===== src/rtl/pipeline_pkg.sv =====
// Shared pipeline definitions: opcodes, controller state encoding, control-flow classes.
// Latency: n/a (declarations only).
// Backpressure: n/a.
package pipeline_pkg;

    // Primary opcodes that affect control flow
    localparam logic [5:0] OP_BEQ    = 6'b000100;
    localparam logic [5:0] OP_BNE    = 6'b000101;
    localparam logic [5:0] OP_REGIMM = 6'b000001;
    localparam logic [5:0] OP_BLEZ   = 6'b000110;
    localparam logic [5:0] OP_BGTZ   = 6'b000111;
    localparam logic [5:0] OP_J      = 6'b000010;
    localparam logic [5:0] OP_JAL    = 6'b000011;

    // Redirect controller states; the encoding is visible on CtlState
    typedef enum logic [1:0] {
        ST_RUN  = 2'd0,
        ST_HOLD = 2'd1,
        ST_LINK = 2'd2
    } ctl_state_e;

    // Control-flow class of the instruction sitting in IF/ID
    typedef enum logic [1:0] {
        SEQ = 2'd0,
        BR  = 2'd1,
        J   = 2'd2,
        JAL = 2'd3
    } cf_class_e;

    // Pseudo-direct jump target in the word-indexed PC space; zero-filled, never sign-extended
    function automatic logic [31:0] jump_target(input logic [31:0] instr);
        return {6'b0, instr[25:0]};
    endfunction

endpackage


===== src/rtl/pc_redirect_controller_if.sv =====
// Bundle between the PC redirect controller and the surrounding pipeline.
// Latency: n/a (wiring only).
// Backpressure: Stall from the hazard unit holds the PC; redirects override it.
interface pc_redirect_controller_if;
    logic [31:0] Instruction;
    logic [31:0] SeqAddress;
    logic        Stall;
    logic        BranchTaken;
    logic [31:0] BranchTarget;
    logic        JrValid;
    logic [31:0] JrTarget;
    logic [31:0] NextPC;
    logic        PCWrite;
    logic        FlushIFID;
    logic        WriteRA;
    logic [1:0]  CtlState;

    // Pipeline side: supplies instruction/resolution info, consumes PC controls
    modport master (
        output Instruction, SeqAddress, Stall, BranchTaken, BranchTarget, JrValid, JrTarget,
        input  NextPC, PCWrite, FlushIFID, WriteRA, CtlState
    );

    // Controller side
    modport slave (
        input  Instruction, SeqAddress, Stall, BranchTaken, BranchTarget, JrValid, JrTarget,
        output NextPC, PCWrite, FlushIFID, WriteRA, CtlState
    );
endinterface


===== src/rtl/pc_redirect_controller_cf_decode.sv =====
// Classifies the IF/ID instruction as SEQ, BR, J or JAL from opcode and rt.
// Latency: purely combinational.
// Backpressure: none.
module cf_decode
    import pipeline_pkg::*;
(
    input  logic [31:0] instruction_i,
    output cf_class_e   cls_o
);

    logic [5:0] opcode;
    logic [4:0] rt;
    logic       unused_bits;

    assign opcode      = instruction_i[31:26];
    assign rt          = instruction_i[20:16];
    assign unused_bits = ^{instruction_i[25:21], instruction_i[15:0]};

    // BLEZ/BGTZ are only real branches with rt=0; other rt values fall through as SEQ
    always_comb begin
        cls_o = SEQ;
        case (opcode)
            OP_BEQ, OP_BNE, OP_REGIMM: cls_o = BR;
            OP_BLEZ, OP_BGTZ:          cls_o = (rt == 5'd0) ? BR : SEQ;
            OP_J:                      cls_o = J;
            OP_JAL:                    cls_o = JAL;
            default:                   cls_o = SEQ;
        endcase
    end

endmodule


===== src/rtl/pc_redirect_controller.sv =====
// Sequences the PC: inserts control-flow bubbles and arbitrates EX branch > EX jr > ID jump > sequential.
// Latency: redirects take effect at the next clock edge; J/JAL redirect after the bubble count.
// Backpressure: Stall freezes sequential fetch only; any redirect wins over Stall.
module pc_redirect_controller
    import pipeline_pkg::*;
#(
    parameter int          BRANCH_BUBBLES = 1,
    parameter int          JUMP_BUBBLES   = 1,
    parameter logic [31:0] RESET_PC       = 32'h0
) (
    input  logic                     Clk,
    input  logic                     Reset,
    pc_redirect_controller_if.slave  bus
);

    localparam logic [3:0] BR_CNT = 4'(BRANCH_BUBBLES);
    localparam logic [3:0] J_CNT  = 4'(JUMP_BUBBLES);

    cf_class_e   cls;
    ctl_state_e  state_q, state_d;
    logic [3:0]  bubble_cnt_q, bubble_cnt_d;
    logic        is_jump_q, is_jump_d;
    logic [31:0] jump_tgt_q, jump_tgt_d;
    logic        write_ra_q, write_ra_d;
    logic [31:0] next_pc;
    logic        pc_write;
    logic        flush;

    cf_decode u_decode (
        .instruction_i (bus.Instruction),
        .cls_o         (cls)
    );

    // Redirect arbitration and next-state selection
    always_comb begin
        state_d      = state_q;
        bubble_cnt_d = bubble_cnt_q;
        is_jump_d    = is_jump_q;
        jump_tgt_d   = jump_tgt_q;
        write_ra_d   = 1'b0;
        next_pc      = bus.SeqAddress;
        pc_write     = 1'b0;
        flush        = 1'b0;

        if (bus.BranchTaken) begin
            next_pc      = bus.BranchTarget;
            pc_write     = 1'b1;
            flush        = 1'b1;
            state_d      = ST_RUN;
            bubble_cnt_d = 4'd0;
            is_jump_d    = 1'b0;
        end else if (bus.JrValid) begin
            next_pc      = bus.JrTarget;
            pc_write     = 1'b1;
            flush        = 1'b1;
            state_d      = ST_RUN;
            bubble_cnt_d = 4'd0;
            is_jump_d    = 1'b0;
        end else begin
            case (state_q)
                ST_RUN: begin
                    case (cls)
                        JAL: begin
                            state_d    = ST_LINK;
                            jump_tgt_d = jump_target(bus.Instruction);
                            write_ra_d = 1'b1;
                        end
                        J: begin
                            state_d      = ST_HOLD;
                            bubble_cnt_d = J_CNT;
                            is_jump_d    = 1'b1;
                            jump_tgt_d   = jump_target(bus.Instruction);
                        end
                        BR: begin
                            state_d      = ST_HOLD;
                            bubble_cnt_d = BR_CNT;
                            is_jump_d    = 1'b0;
                        end
                        default: pc_write = !bus.Stall;
                    endcase
                end
                ST_HOLD: begin
                    // The count keeps running under Stall; a branch just releases back to RUN
                    if (bubble_cnt_q > 4'd1) begin
                        bubble_cnt_d = bubble_cnt_q - 4'd1;
                    end else begin
                        state_d      = ST_RUN;
                        bubble_cnt_d = 4'd0;
                        is_jump_d    = 1'b0;
                        if (is_jump_q) begin
                            next_pc  = jump_tgt_q;
                            pc_write = 1'b1;
                            flush    = 1'b1;
                        end
                    end
                end
                ST_LINK: begin
                    state_d      = ST_HOLD;
                    bubble_cnt_d = J_CNT;
                    is_jump_d    = 1'b1;
                end
                default: begin
                    state_d      = ST_RUN;
                    bubble_cnt_d = 4'd0;
                    is_jump_d    = 1'b0;
                end
            endcase
        end
    end

    // Controller state; WriteRA is registered so it is high exactly while in LINK
    always_ff @(posedge Clk or posedge Reset) begin
        if (Reset) begin
            state_q      <= ST_RUN;
            bubble_cnt_q <= 4'd0;
            is_jump_q    <= 1'b0;
            jump_tgt_q   <= 32'd0;
            write_ra_q   <= 1'b0;
        end else begin
            state_q      <= state_d;
            bubble_cnt_q <= bubble_cnt_d;
            is_jump_q    <= is_jump_d;
            jump_tgt_q   <= jump_tgt_d;
            write_ra_q   <= write_ra_d;
        end
    end

    // Reset forces a load of RESET_PC into the PC register and clears IF/ID
    assign bus.NextPC    = Reset ? RESET_PC : next_pc;
    assign bus.PCWrite   = Reset | pc_write;
    assign bus.FlushIFID = Reset | flush;
    assign bus.WriteRA   = write_ra_q;
    assign bus.CtlState  = state_q;

    // Zero bubbles would make HOLD meaningless and 4 bits cap the count
    param_range_a: assert property (@(posedge Clk)
        (BRANCH_BUBBLES >= 1) && (BRANCH_BUBBLES <= 15) &&
        (JUMP_BUBBLES >= 1) && (JUMP_BUBBLES <= 15));

endmodule


===== src/flat_wrapper.sv =====
// flat-port wrapper written by rule: the top's interface ports become plain ports
module pc_redirect_controller_flat import pipeline_pkg::*;
#(
    parameter int          BRANCH_BUBBLES = 1,
    parameter int          JUMP_BUBBLES   = 1,
    parameter logic [31:0] RESET_PC       = 32'h0
)
  (Clk, Reset, bus_Instruction, bus_SeqAddress, bus_Stall, bus_BranchTaken, bus_BranchTarget, bus_JrValid, bus_JrTarget, bus_NextPC, bus_PCWrite, bus_FlushIFID, bus_WriteRA, bus_CtlState);
  pc_redirect_controller_if bus_i ();
  input  logic Clk;
  input  logic Reset;
  input wire logic [$bits(bus_i.Instruction)-1:0] bus_Instruction;
  input wire logic [$bits(bus_i.SeqAddress)-1:0] bus_SeqAddress;
  input wire logic [$bits(bus_i.Stall)-1:0] bus_Stall;
  input wire logic [$bits(bus_i.BranchTaken)-1:0] bus_BranchTaken;
  input wire logic [$bits(bus_i.BranchTarget)-1:0] bus_BranchTarget;
  input wire logic [$bits(bus_i.JrValid)-1:0] bus_JrValid;
  input wire logic [$bits(bus_i.JrTarget)-1:0] bus_JrTarget;
  output wire logic [$bits(bus_i.NextPC)-1:0] bus_NextPC;
  output wire logic [$bits(bus_i.PCWrite)-1:0] bus_PCWrite;
  output wire logic [$bits(bus_i.FlushIFID)-1:0] bus_FlushIFID;
  output wire logic [$bits(bus_i.WriteRA)-1:0] bus_WriteRA;
  output wire logic [$bits(bus_i.CtlState)-1:0] bus_CtlState;
  assign bus_i.Instruction = bus_Instruction;
  assign bus_i.SeqAddress = bus_SeqAddress;
  assign bus_i.Stall = bus_Stall;
  assign bus_i.BranchTaken = bus_BranchTaken;
  assign bus_i.BranchTarget = bus_BranchTarget;
  assign bus_i.JrValid = bus_JrValid;
  assign bus_i.JrTarget = bus_JrTarget;
  assign bus_NextPC = bus_i.NextPC;
  assign bus_PCWrite = bus_i.PCWrite;
  assign bus_FlushIFID = bus_i.FlushIFID;
  assign bus_WriteRA = bus_i.WriteRA;
  assign bus_CtlState = bus_i.CtlState;
  pc_redirect_controller #(.BRANCH_BUBBLES(BRANCH_BUBBLES), .JUMP_BUBBLES(JUMP_BUBBLES), .RESET_PC(RESET_PC)) u_core (.Clk(Clk), .Reset(Reset), .bus(bus_i));
endmodule

===== config.mk =====
export PLATFORM = sky130hd
export DESIGN_NAME = pc_redirect_controller_flat
export DESIGN_NICKNAME = d
export VERILOG_FILES = /design/src/rtl/pipeline_pkg.sv /design/src/rtl/pc_redirect_controller_if.sv /design/src/rtl/pc_redirect_controller_cf_decode.sv /design/src/rtl/pc_redirect_controller.sv /design/src/flat_wrapper.sv
export SDC_FILE = /design/constraint.sdc
export NUM_CORES = 1
export LEC_CHECK = 0
export ABC_AREA = 1
export CORE_UTILIZATION = 34
export DETAILED_ROUTE_END_ITERATION = 7
export GPL_ROUTABILITY_DRIVEN = 0
export PLACE_DENSITY = 0.82
export SLEW_MARGIN = 10
export SYNTH_ARGS = -nofsm -noshare
export SYNTH_HDL_FRONTEND = slang
export SYNTH_HIERARCHICAL = 1
export SYNTH_SLANG_ARGS = --single-unit

===== constraint.sdc =====
create_clock -name Clk -period 2.7 [get_ports Clk]
set_clock_uncertainty 0.2 [all_clocks]
set_input_delay 0.54 -clock Clk [delete_from_list [all_inputs] [get_ports Clk]]
set_output_delay 0.54 -clock Clk [all_outputs]
set_load 0.01 [all_outputs]

==> flow_summary.yaml, run 1 <==
sta:
  hold_viol: 0
  setup_viol: 4
  fmax_mhz: 366
  slew_viol_final: 0
  relSlewSlack: 0.753
  rsz0062_at_grt: "true"
  period_needed_ns: 2.73
  finalCritPeriodShare: 1.01
  tightest_slew_ns: 0.367
  worst_slack_ns: -0.0340
grt:
  overflow: 0
  grtUsageMet2: 0.491
  grt_busiest_layer: "met2"
  gr-usage-met1: 0.307
  grt.met3_usage: 0.0481
  grt_max_degree: 35
  grt_pass1_wl_mm: 17.6
  antenna_found_initial: 0
  grtUsageTotal: 0.261
  grt_pass1_vias: 3759
worst_hold_path:
  min_from: "u_core/jump_tgt_q[19]"
  hp-class: "reg -> reg"
final_layout:
  syn2layout_area_growth_pct: 95.3
  nFillCells: 636
  fin_area_um2: 5400
  fin_util: 0.692
  diodes: 0
  nNetsFinal: 803
  drive_gt1_frac: 0.266
  fin_cells: 767
place:
  dp_hpwl_mm: 7.99
  place.port_buffers: 169
  dp_cells: 723
  dp_slack_ns: -0.411
  placed_area_um2: 4860
synthesis:
  yosysTopAreaCell: "dfrtp_1"
  yosysSeqAreaShare: 0.308
  synth_warnings: 6
  syn-cell-area_um2: 2770
  synthFlopType: "dfrtp_1"
  syn_avg_cell_area_um2: 6.28
  synthTopCellsByArea: "dfrtp_1, nand2_1, nand3_1, o21ai_0, inv_1"
  netlist.area_leader.share: 0.308
  yosysUniqueCellTypes: 28
  ys_ff_latch: 34
  syn-num-nets: 579
  synth_edf_count: 0
  async_flop_share: 1.00
  syn_inst: 440
setup_path:
  r2r_slack_ns: 0.81
  cp_max_fo: 5
  critPathMaxStageDelay_ns: 0.40
  critical_path.cell_chain: "buf_6, ha_4, nor2_4, nor2_4, buf_4, a21oi_4, buf_6, buf_4, nand2_1, a21oi_2, buf_2"
  cpLargestDelayFamily: "buffers and inverters"
  worst_path_max_delay_cell: "dfrtp_1"
  worstSetupStartpoint: "u_core/bubble_cnt_q[0]"
  worstPathArrival_ns: 1.99
  crit_path_end_kind: "output pin"
  crit_type: "reg -> out"
  r2r_start: "u_core/bubble_cnt_q[0]"
  crit_buf_inv: 5
  startpoint_type: "flop"
  cp.required_ns: 1.96
power:
  p_per_area_nw_per_um2: 311
  power_mw: 1.68
  total_leakage_power_nw: 2.69
  irDropWorstVdd_mv: 0.239
cts:
  worstSkewPairLatency_ns: 0.29
  h-tree-depth: 2
  clock_path_buffers: 2
  root_buffer: "clkbuf_8"
  cts_buffers: 5
  clk_pin_slew_ns: 0.07
  cts_tree: "built"
  cts_sinks: 34
routing:
  totalWireLength_mm: 11.5
  wl_per_cell_um: 15.0
  via_per_inst: 4.98
  drt_first_pass_iters: 4
  drc: 0
  via_count: 3821
  drt_iter0_drc: 222
  final_antenna_net_count: 0
status:
  violations: "negative setup slack"
  status: "finished with violations"
die:
  num_rows: 32
  start_util: 0.354
  io_pins: 170
  die_width_um: 92.2
  core_um2: 7810
  die_y_um: 92.2
  die-area_um2: 8500
flow_run:
  drv_cap: 0
Yosys cell counts (2+ instances only):
master    count
nand2_1      81
clkbuf_1     12
inv_1        69
buf_2         9
nand3_1      56
a21oi_1      41
o21ai_0      53
buf_4         4
nor2_1       37
dfrtp_1      34
and3_1        2
ha_1          6
buf_6         2
nor3_1       18
nand2_2       3
cells by family after synthesis:
| logic type | Yosys count | synth area share |
|---|---|---|
| AO/OA/AOI/OAI | 98 | 0.186 |
| adder cells (fa/ha/maj) | 6 | 0.0271 |
| buffers and inverters | 99 | 0.149 |
| flip-flops | 34 | 0.308 |
| AND/OR/NAND/NOR | 203 | 0.330 |
final cells by class:
cell class	count	area [um^2]	share of cell area
repair buffers	242	2290	0.424
multi-input cells	310	1780	0.329
flip-flops and latches	34	851	0.158
inverters	71	267	0.0493
well taps	102	128	0.0236
clock buffers	7	86.3	0.0160
clock inverters	1	5.00	0.000927
cells in the final DEF, fill, tap and decap left out, types with 18 or more instances in the layout:
cell type,n
clkdlybuf4s50_1,126
inv_1,65
nand2_1,65
o21ai_0,53
buf_4,48
nand3_1,39
nor2_1,36
a21oi_1,34
dfrtp_1,34
buf_2,26
buf_6,18
worst register-to-register path, stage by stage, from the launching register on:
cell,delay (ns)
dfrtp_1,0.40
buf_6,0.13
ha_4,0.15
nor2_4,0.11
nor2_4,0.07
buf_6,0.12
buf_4,0.15
nor2_1,0.11
nand2_2,0.10
nand2_2,0.10
o21ai_0,0.09
nor2_1,0.09
registers in the layout, indices dropped and copies added (netlist names):
signal and cells:
u_core/bubble_cnt_q 4, u_core/jump_tgt_q 26, u_core/bus.CtlState 2, u_core/bus.WriteRA 1, u_core/is_jump_q 1
worst paths after layout:
kind,endpoint,cells past startpoint
max in group asynchronous,u_core/is_jump_q,4
worst max register to register,u_core/bubble_cnt_q[3],11
worst max-delay path,bus_NextPC[31],11
min in group asynchronous,u_core/jump_tgt_q[8],4
worst min-delay path,u_core/jump_tgt_q[19],2
worst min register to register,u_core/jump_tgt_q[19],2
layer usage:
| layer | vias to the layer above | wire (um) | part of all wire |
|---|---|---|---|
| li1 | 1864 | - | - |
| met1 | 1791 | 4660 | 0.40 |
| met2 | 150 | 5910 | 0.51 |
| met3 | 16 | 799 | 0.069 |
| met4 | 0 | 157 | 0.014 |
| met5 | - | 0 | 0 |
report_power, final:
| group | leakage [nW] | switching [mW] | internal (mW) | total, mW |
|---|---|---|---|---|
| Sequential | 0.424 | 0.0314 | 0.566 | 0.598 |
| Clock | 0.0482 | 0.192 | 0.206 | 0.398 |
| Combinational | 2.22 | 0.304 | 0.382 | 0.687 |
stage by stage:
stage | hold slack, ns | setup TNS [ns]
3_5_place_dp | 0.282 | -10.18
2_1_floorplan | 0.254 | 0
4_1_cts | 0.299 | -2.38
5_1_grt | 0.320 | -1.30
3_3_place_gp | 0.267 | -8.70
6_report | 0.292 | -0.0574
what timing repair did:
item	CTS	global route
hold buffers	0	0
pin swaps	12	28
cloned	3	1
setup endpoints to repair	34	32
resized for setup	128	89
setup buffers	26	10
(Power assumes the default switching activity.)
==> run 2, diff against run 1 <==
RECOVER_POWER = 100   (was unset)
==> run 2 against run 1 <==
  * The flow still finishes with violations (negative setup slack)
  * Critical path depth unchanged
  * Sequential share of layout area grew 0.13 points
  * Clock power is essentially flat
  * Setup slack worse by 0.00079 ns
  * Non-clock buffer count did not move
  * Critical endpoint unchanged
==> flow_summary.yaml, run 2 (same netlist as run 1, synthesis figures left out) <==
final_layout:
  top_register: "u_core/jump_tgt_q"
  multiInputGateArea_um2: 1770
  largest_reg_flops: 26
  seqCellArea_um2: 851
  diodes: 0
  nFillCells: 646
  nNetsFinal: 803
  fin_util: 0.686
  final_cell_mix: "clkdlybuf4s50_1, nand2_1, inv_1"
  syn2layout_area_growth_pct: 93.7
  drive_gt1_frac: 0.259
  final_common_cell: "clkdlybuf4s50_1"
setup_path:
  r2r_slack_ns: 0.76
  critical_path.cell_chain: "buf_6, ha_4, nor2_4, nor2_4, buf_4, a21oi_4, buf_6, buf_4, nand2_1, a21oi_2, buf_2"
  r2r_start: "u_core/bubble_cnt_q[0]"
  worst_path_max_delay_cell: "dfrtp_1"
  crit_path_end_kind: "output pin"
  reg2reg_depth: 11
  cp.required_ns: 1.96
  critPathMaxStageDelay_ns: 0.40
  worstPathArrival_ns: 1.99
  crit_buf_inv: 5
  startpoint_type: "flop"
  critical_path_depth: 11
  cpLargestDelayFamily: "buffers and inverters"
  reg2reg_to: "u_core/bubble_cnt_q[3]"
  cp_max_fo: 5
  crit_type: "reg -> out"
cts:
  ctsHoldBuffers: 0
  h-tree-depth: 2
  root_buffer: "clkbuf_8"
  cts_sinks: 34
  worstSkewPairLatency_ns: 0.29
  cts_buffers: 5
  clk_pin_slew_ns: 0.07
  cts_tree: "built"
  clock_path_buffers: 2
die:
  io_pins: 170
  core_um2: 7810
  start_util: 0.354
  die-area_um2: 8500
  die_width_um: 92.2
  num_rows: 32
  die_y_um: 92.2
worst_hold_path:
  min_from: "u_core/jump_tgt_q[19]"
  min_to: "u_core/jump_tgt_q[19]"
  hp-class: "reg -> reg"
  min_path_cells: 2
flow_run:
  drv_cap: 0
status:
  violations: "negative setup slack"
  status: "finished with violations"
power:
  intPower_mw: 1.15
  total_leakage_power_nw: 2.67
  p_sw_mw: 0.526
  sw_frac_of_total: 0.314
  clkPwrFrac: 0.237
  p_per_area_nw_per_um2: 313
  p_seq_frac: 0.356
  irDropWorstVdd_mv: 0.239
  p_comb_frac: 0.407
sta:
  relSlewSlack: 0.349
  slew_viol_final: 0
  rsz0062_at_grt: "true"
  worst_slack_ns: -0.0348
  hold_viol: 0
  setup_viol: 6
  fmax_mhz: 366
  whs_ns: 0.292
  period_needed_ns: 2.73
  tightest_slew_ns: 0.977
  finalCritPeriodShare: 1.01
routing:
  via_per_inst: 5.00
  via_count: 3832
  drt_first_pass_iters: 4
  drt_iter0_drc: 227
  drc: 0
  wl_per_cell_um: 15.0
  final_antenna_net_count: 0
  totalWireLength_mm: 11.5
grt:
  overflow: 0
  grt_pass1_vias: 3759
  grt_max_degree: 35
  grtUsageTotal: 0.261
  antenna_found_initial: 0
  grt_pass1_wl_mm: 17.6
place:
  dp_slack_ns: -0.411
  dp_hpwl_mm: 7.99
  place.port_buffers: 169
-- run 2: final cells by class --
type / instances / area share
Inverter: 71 / 0.0498
Clock buffer: 7 / 0.0161
Clock inverter: 1 / 0.000934
Tap cell: 102 / 0.0238
Sequential cell: 34 / 0.159
Timing Repair Buffer: 242 / 0.420
Multi-Input combinational cell: 310 / 0.331
-- run 2: stage by stage --
stage / instances / setup TNS, ns / power (mW) / area [um^2]
finish: 767 / -0.0834 / 1.68 / 5360
floorplan: 440 / 0 / 0.838 / 2770
detailed placement: 723 / -10.18 / 1.21 / 4860
global placement: 723 / -8.70 / 1.19 / 4860
CTS: 759 / -2.38 / 1.67 / 5270
global route: 767 / -1.73 / 1.77 / 5360
-- run 2: power by group through the flow --
| stage | sequential (mW) | clock [mW] | combinational (mW) |
|---|---|---|---|
| 2_1_floorplan | 0.595 | 0 | 0.243 |
| 6_report | 0.598 | 0.397 | 0.682 |
| 3_5_place_dp | 0.604 | 0 | 0.604 |
| 5_1_grt | 0.605 | 0.425 | 0.741 |
| 3_3_place_gp | 0.600 | 0 | 0.589 |
| 4_1_cts | 0.594 | 0.400 | 0.675 |
-- run 2: worst reg2reg max path, cell delays in order (launching register included) --
cell,delay (ns)
dfrtp_1,0.40
buf_6,0.13
ha_4,0.15
nor2_4,0.11
nor2_4,0.07
buf_6,0.12
buf_4,0.15
nor2_1,0.12
nand2_2,0.09
nand2_1,0.13
o21ai_0,0.10
nor2_1,0.09
-- run 2: how the worst max path moves through the flow --
stage / start / slack, ns / to
after floorplan: Reset / 0.30 / bus_NextPC[26]
after global placement: bus_JrValid / -0.33 / bus_NextPC[16]
after detailed placement: bus_Instruction[28] / -0.41 / bus_PCWrite
after CTS: u_core/bubble_cnt_q[1] / -0.17 / bus_NextPC[25]
after global routing: u_core/bubble_cnt_q[1] / -0.12 / bus_NextPC[24]
final: u_core/bubble_cnt_q[0] / -0.03 / bus_NextPC[31]
-- run 2: what timing repair did --
action,in CTS,in global routing
gates cloned,3,1
resized for setup,128,89
pin swaps,12,28
endpoints found under the setup margin,34,32
setup buffers,26,10
-- run 2: routing by layer --
layer | wire length, um | vias up | GRT usage
met5 | 0 | - | 0
met4 | 163 | 0 | 0.0495
met3 | 843 | 16 | 0.0481
met2 | 5900 | 154 | 0.491
met1 | 4620 | 1801 | 0.307
li1 | - | 1861 | -
==> RTL change: new RTL, settings of run 2 <==
Reset style: synchronous (`Reset`), changed in one clocked block.
--- a/src/rtl/pc_redirect_controller.sv
+++ b/src/rtl/pc_redirect_controller.sv
@@ -110,5 +110,5 @@
 
     // Controller state; WriteRA is registered so it is high exactly while in LINK
-    always_ff @(posedge Clk or posedge Reset) begin
+    always_ff @(posedge Clk) begin
         if (Reset) begin
             state_q      <= ST_RUN;
Check against the original RTL: differs if Reset is asserted again (counterexample within 4 cycles, from zero or initial values and one cycle with Reset high); with Reset held inactive, the same outputs for 4 cycles.
==> RTL change against run 2 <==
- the flow still finishes with violations (negative setup slack)
- clock power shrank 5%
- wire length shrank 17%
- setup slack lost 0.022 ns
- cell count shrank 5.7%
- cell area shrank 11%
- total power shrank 18%
- synthesized cell count shrank 0.45%
- critical path depth shrank 3
- fmax shrank 0.80%
- combinational power shrank 29%
- sequential cell count is the same
- synthesized area shrank 5.4%
- critical path type is now input pin to primary output
- largest power group is now sequential cells
- highest routed layer unchanged
==> RTL change: results (changes against run 2) <==
fin crit period 2.76 ns (+0.0219 ns); Compound-Gate Fraction of Synth Area 26.4% (+7.9 points); Setup violations, final 1 (-5); Worst Tran Pin Value 0.340 ns (-0.637 ns); post-detail-place hpwl 7490 um (-6.2%); Worst-Skew Late Latency 0.27 ns (-0.02 ns); worst hold start u_core/jump_tgt_q[18]; layout cells sized above 1 11.7% (-14 points); CP max-delay cell clkdlybuf4s50_1; All-Layer GR Usage 22.7% (-3.3 points); buffer count from post-CTS setup fixing 1 (-96%); Logic power comb 0.482 mW (-29%); Async SR Flop Fraction 0% (-100 points); 1st-iter DRT viols 121 (-47%); Post-Route WL 9570 um (-17%); Gate Count Post-Synth 438 (-0.45%); CP Data Arrival Time 2.02 ns (+0.03 ns); slowest stage delay, CP 0.42 ns (+0.02 ns); status finished with violations; post-synthesis cell type count 26 (-7.1%); first-pass GRT wire length 15300 um (-13%); number of cells after detailed placement 710 (-1.8%); DP Worst Slack -0.434 ns (-0.0236 ns); Post-DP Area 0.00465 mm2 (-4.2%); vias in the first global route 3427 (-8.8%); failing checks negative setup slack; fin worst setup slack -0.0568 ns (-0.0219 ns); Synth Area in XOR/XNOR 0.670% (+0.67 points); Vias per Instance 5.01 (+0.33%); Adder-Cell Fraction of Synth Area 2.87% (+0.16 points); synth top area cells dfxtp_1 26%, a21oi_1 13%, nand3_1 11%, inv_1 9.3%, nand2_1 7.5%; Vias 3624 (-5.4%); Final #Nets 762 (-5.1%); post-CTS sizing 46 (-64%); Lkg Pwr 2.10 nW (-21%)
-- RTL change: metal layers --
metal / up-vias / track usage (%) / part of all wire, %
met4: 0 / 5.60 / 1.4
met1: 1670 / 25.8 / 40
li1: 1804 / - / -
met3: 12 / 5.67 / 8.0
met2: 138 / 42.1 / 51
met5: - / 0 / 0
-- RTL change: final cells by class --
type | count | area [um2]
clock buffers | 7 | 86.3
clock inverters | 1 | 5.00
fillers | 664 | 2580
inverters | 72 | 270
multi-input cells | 301 | 1550
flip-flops and latches | 34 | 682
well taps | 99 | 124
repair buffers | 209 | 2040
-- RTL change: final timing paths --
kind	end	slack [ns]	depth (start not counted)
max	bus_PCWrite	-0.06	8
min	u_core/jump_tgt_q[18]	0.24	2
max reg2reg	u_core/jump_tgt_q[20]	1.05	7
min reg2reg	u_core/jump_tgt_q[18]	0.24	2
-- RTL change: tightest hold or removal path: stages (launching register included) --
cell,delay (ns)
dfxtp_1,0.31
inv_1,0.04
a21oi_1,0.05
